===== src/rtl/fetch_unit.sv =====
// Instruction fetch unit: one outstanding imem request, a single instruction
// register toward decode, and redirect handling that squashes in-flight responses.
module fetch_unit #(
    parameter logic [31:0] RESET_PC = 32'h0000_0000
) (
    input  logic        clk,
    input  logic        rst,
    output logic        imem_req,
    output logic [31:0] imem_addr,
    input  logic        imem_ready,
    input  logic        imem_rvalid,
    input  logic [31:0] imem_rdata,
    input  logic        redirect_valid,
    input  logic [31:0] redirect_pc,
    input  logic        stall,
    output logic        inst_valid,
    output logic [31:0] inst,
    output logic [31:0] inst_pc,
    output logic [6:0]  opcode,
    output logic [2:0]  funct3,
    output logic [6:0]  funct7
);

    localparam logic [31:0] NOP = 32'h0000_0013;

    typedef enum logic [2:0] {
        S_IDLE,
        S_REQ,
        S_WAIT,
        S_DROP,
        S_FULL
    } state_t;

    state_t      r_state;
    state_t      w_state_nxt;
    logic [31:0] r_pc;
    logic [31:0] w_pc_nxt;
    logic [31:0] r_inst;
    logic [31:0] w_inst_nxt;
    logic [31:0] r_inst_pc;
    logic [31:0] w_inst_pc_nxt;
    logic        r_inst_valid;
    logic        w_inst_valid_nxt;
    logic        r_imem_req;

    logic [31:0] w_redir_pc;
    logic [31:0] w_pc_inc;
    logic        w_hs;

    assign w_redir_pc = {redirect_pc[31:2], 2'b00};
    assign w_pc_inc   = r_pc + 32'd4;
    assign w_hs       = r_imem_req & imem_ready;

    always_comb begin
        w_state_nxt      = r_state;
        w_pc_nxt         = r_pc;
        w_inst_nxt       = r_inst;
        w_inst_pc_nxt    = r_inst_pc;
        w_inst_valid_nxt = r_inst_valid;
        case (r_state)
            S_IDLE: begin
                w_state_nxt = S_REQ;
                if (redirect_valid) w_pc_nxt = w_redir_pc;
            end
            S_REQ: begin
                if (redirect_valid) begin
                    w_pc_nxt    = w_redir_pc;
                    // an accepted request now fetches a stale address
                    w_state_nxt = w_hs ? S_DROP : S_REQ;
                end else if (w_hs) begin
                    w_state_nxt = S_WAIT;
                end
            end
            S_WAIT: begin
                if (redirect_valid) begin
                    w_pc_nxt    = w_redir_pc;
                    w_state_nxt = imem_rvalid ? S_REQ : S_DROP;
                end else if (imem_rvalid) begin
                    w_inst_nxt       = imem_rdata;
                    w_inst_pc_nxt    = r_pc;
                    w_pc_nxt         = w_pc_inc;
                    w_inst_valid_nxt = 1'b1;
                    w_state_nxt      = S_FULL;
                end
            end
            S_DROP: begin
                if (redirect_valid) w_pc_nxt = w_redir_pc;
                // the stale response drains even if a further redirect lands with it,
                // otherwise DROP would wait for a response that never comes
                if (imem_rvalid) w_state_nxt = S_REQ;
            end
            S_FULL: begin
                if (redirect_valid) begin
                    w_pc_nxt         = w_redir_pc;
                    w_inst_valid_nxt = 1'b0;
                    w_state_nxt      = S_REQ;
                end else if (!stall) begin
                    w_inst_valid_nxt = 1'b0;
                    w_state_nxt      = S_REQ;
                end
            end
            default: begin
                w_state_nxt = S_IDLE;
            end
        endcase
    end

    always_ff @(posedge clk or posedge rst) begin
        if (rst) begin
            r_state      <= S_IDLE;
            r_pc         <= RESET_PC;
            r_inst       <= NOP;
            r_inst_pc    <= RESET_PC;
            r_inst_valid <= 1'b0;
            r_imem_req   <= 1'b0;
        end else begin
            r_state      <= w_state_nxt;
            r_pc         <= w_pc_nxt;
            r_inst       <= w_inst_nxt;
            r_inst_pc    <= w_inst_pc_nxt;
            r_inst_valid <= w_inst_valid_nxt;
            // registered copy of "state is REQ" so imem_req is a flop output
            r_imem_req   <= (w_state_nxt == S_REQ);
        end
    end

    assign imem_req   = r_imem_req;
    assign imem_addr  = r_pc;
    assign inst_valid = r_inst_valid;
    assign inst       = r_inst;
    assign inst_pc    = r_inst_pc;
    assign opcode     = r_inst[6:0];
    assign funct3     = r_inst[14:12];
    assign funct7     = r_inst[31:25];

endmodule


===== config.mk =====
export PLATFORM = sky130hd
export DESIGN_NAME = fetch_unit
export DESIGN_NICKNAME = d
export VERILOG_FILES = /design/src/rtl/fetch_unit.sv
export SDC_FILE = /design/constraint.sdc
export NUM_CORES = 1
export LEC_CHECK = 0
export BUFFER_PORTS_ARGS = -buffer_cell sky130_fd_sc_hd__buf_2
export CORE_MARGIN = 4
export CORE_UTILIZATION = 38
export CTS_CLUSTER_DIAMETER = 150
export CTS_CLUSTER_SIZE = 16
export DETAILED_ROUTE_END_ITERATION = 8
export HOLD_SLACK_MARGIN = 0.03
export SLEW_MARGIN = 30
export SYNTH_ARGS = -nofsm -noshare
export SYNTH_HDL_FRONTEND = slang
export SYNTH_SLANG_ARGS = --single-unit

===== constraint.sdc =====
create_clock -name clk -period 6.9 [get_ports clk]
set_input_delay 0.345 -clock clk [delete_from_list [all_inputs] [get_ports clk]]
set_output_delay 0.345 -clock clk [all_outputs]
set_load 0.02 [all_outputs]

==> results_dict.tcl <==
set metrics [dict create \
    r2r.worst_path.cells 5 \
    synth_top_cells_by_area "dfrtp_1, mux2_2, buf_4" \
    worstMarginPinSlew_ps 909 \
    crit_slowest_cell "or2_1" \
    synth_cell_types 66 \
    syn_area_sq_um 4930 \
    synthToLayoutAreaGrowth_pct 23.8 \
    die-height_microns 122 \
    synthCells 442 \
    synth_flop_cell "dfrtp_1" \
    placed_cells 744 \
    rsz0062_at_grt "false" \
    worstHoldStart "imem_rdata[18]" \
    firstDrtPassIters 4 \
    pin_count 185 \
    holdPathStages 2 \
    die_w_microns 122 \
    htreeDepth 3 \
    reg2reg_to "imem_addr[5]" \
    vias 4049 \
    fin_skew_ps 6.12 \
    grt_usage 0.180 \
    min_path_type "in2reg" \
    rows 41 \
    synth-seq-area-share 0.493 \
    crit_fanout 24 \
    grt_pass1_wl_microns 21100 \
    relSlewSlack 0.394 \
    setup_viol 0 \
    end_kind "flip-flop" \
    synth_edf_count 0 \
    place_congestion 0.825 \
    grt_pass1_vias 4049 \
    initial_utilization 0.389 \
    ys_ff_latch 97 \
    utilization 0.482 \
    clock.fmax_mhz 412 \
    nNetsFinal 655 \
    yosysTopAreaCell "dfrtp_1" \
    grt_overflow 0 \
    ctsRootBufferMaster "clkbuf_16" \
    critical_path_class "reg2reg" \
    drive_gt1_frac 0.452 \
    max_cap_violations 0 \
    setup_tns_ps 0 \
    clkTransAtPathRegs_ps 70 \
    clock-sinks 97 \
    worstHoldEndpoint "inst[18]" \
    r2r-start "r_state[0]" \
    layout_commonest_cell "buf_2" \
    coreArea_sq_um 12700 \
    synthDominantCellAreaShare 0.477 \
    clk-insertion-delay-late_ps 350 \
    async_flop_share 1.00 \
    ir_worst_vdd_mv 0.139 \
    start_kind "flip-flop" \
    finalHoldViolCount 0 \
    die_area_sq_um 14900 \
    instances_no_fill 762 \
    worstPathArrival_ps 2670 \
    drc 0 \
    worstPathRequired_ps 7140 \
    drtAntennaViolNets 0 \
    vias_per_cell 5.31 \
    clockBufferDepth 2 \
    crit_chain "mux2i_2 -> buf_4 -> or2_1 -> o21ai_0 -> o22a_1" \
    cts_tree "yes" \
    p_leak_uw 0.00298 \
    yosys_warnings 0 \
    period_share 0.352 \
    antenna_found_initial 2 \
    drt_iter0_drc 201 \
    maxSlewViolCount 0 \
    crit_path_max_incr_delay_ps 750 \
    grt_start_max_net_pins 72 \
    power_density_nw_per_um2 408 \
    wl_microns 13100 \
    routedWlPerCell_microns 17.2 \
    hpwlAfterDp_microns 9140 \
    cts_inserted_buffers 9 \
    rrSetupSlack_ps 4470 \
    period_needed_ps 2430 \
    cp-startpoint "r_state[0]" \
    syn_avg_cell_area_sq_um 11.2 \
    port_buffers 178 \
    outcome "finished, final reports clean" \
    mostFrequentLayoutCells "buf_2, dfrtp_1, mux2_2, nand2_1, nand3_1" \
]
cell families after synthesis:
group	after synthesis	synth area share
AND/OR/NAND/NOR	124	0.147
flip-flops	97	0.493
AO/OA/AOI/OAI	85	0.124
multiplexers	71	0.161
buffers and inverters	63	0.0716
adder cells (fa/ha/maj)	1	0.00254
other	1	0.000761
cell type report:
type / instances / area (sq um)
diodes: 1 / 2.50
clock inverters: 7 / 86.3
multi-input cells: 285 / 2180
well taps: 172 / 215
flip-flops and latches: 97 / 2430
inverters: 8 / 32.5
fillers: 1246 / 6570
repair buffers: 183 / 935
clock buffers: 9 / 225
per-layer routing:
metal	global-route usage	wire, microns
met2	0.292	6530
met3	0.0395	789
met5	0	7
met4	0.0623	212
met1	0.238	5550
repair_timing:
| action | CTS | global route |
|---|---|---|
| hold buffers | 1 | 0 |
| resized for setup | 0 | 0 |
| hold endpoints to repair | 27 | 0 |
| setup buffers | 0 | 0 |
power breakdown:
| group | internal, uW | total (uW) | switching [uW] |
|---|---|---|---|
| combinational | 382 | 992 | 610 |
| clock | 289 | 526 | 236 |
| sequential | 792 | 972 | 180 |
worst max-delay path by stage:
stage               endpoint  slack (ps)  depth (start not counted)
6_report        imem_addr[5]        4470                          5
5_1_grt        imem_addr[31]        4280                          4
4_1_cts         imem_addr[5]        4500                          5
3_5_place_dp   imem_addr[31]        4280                          5
3_3_place_gp   imem_addr[31]        4300                          5
2_1_floorplan  imem_addr[10]        4030                          1
sequential cells by signal (all words and copies together) (netlist names):
register	cells
inst	32
imem_addr	30
inst_pc	30
r_state	3
imem_req	1
inst_valid	1
synthesized netlist by cell type (5+ instances only):
cell	n
a21oi_1	9
and3_1	10
o21ai_0	12
buf_4	25
inv_1	7
clkbuf_1	11
nor3_1	11
mux2_2	53
mux2i_1	7
nand4_1	11
nor2_1	7
a311oi_1	6
nand3_1	20
mux2_1	10
o211ai_1	10
nor4_1	7
buf_2	17
dfrtp_1	94
o21ai_1	5
and4_1	5
nand2_1	28
o21bai_1	5
critical path, delay by kind of cell (launching register included):
kind	cells	cell delay, ps
compound gates	2	430
flops	1	550
simple gates	1	750
buf+inv	1	320
mux	1	240
per-stage QoR:
stage	area (sq um)	hold slack (ps)	total power, uW	setup WS (ps)
floorplan	4940	477	1680	4030
global placement	5770	337	1970	4300
detailed placement	5780	339	1990	4280
CTS	6100	188	2530	4500
global route	6100	200	2650	4280
finish	6100	203	2490	4470
No activity file was read; power rests on OpenSTA's default activity.
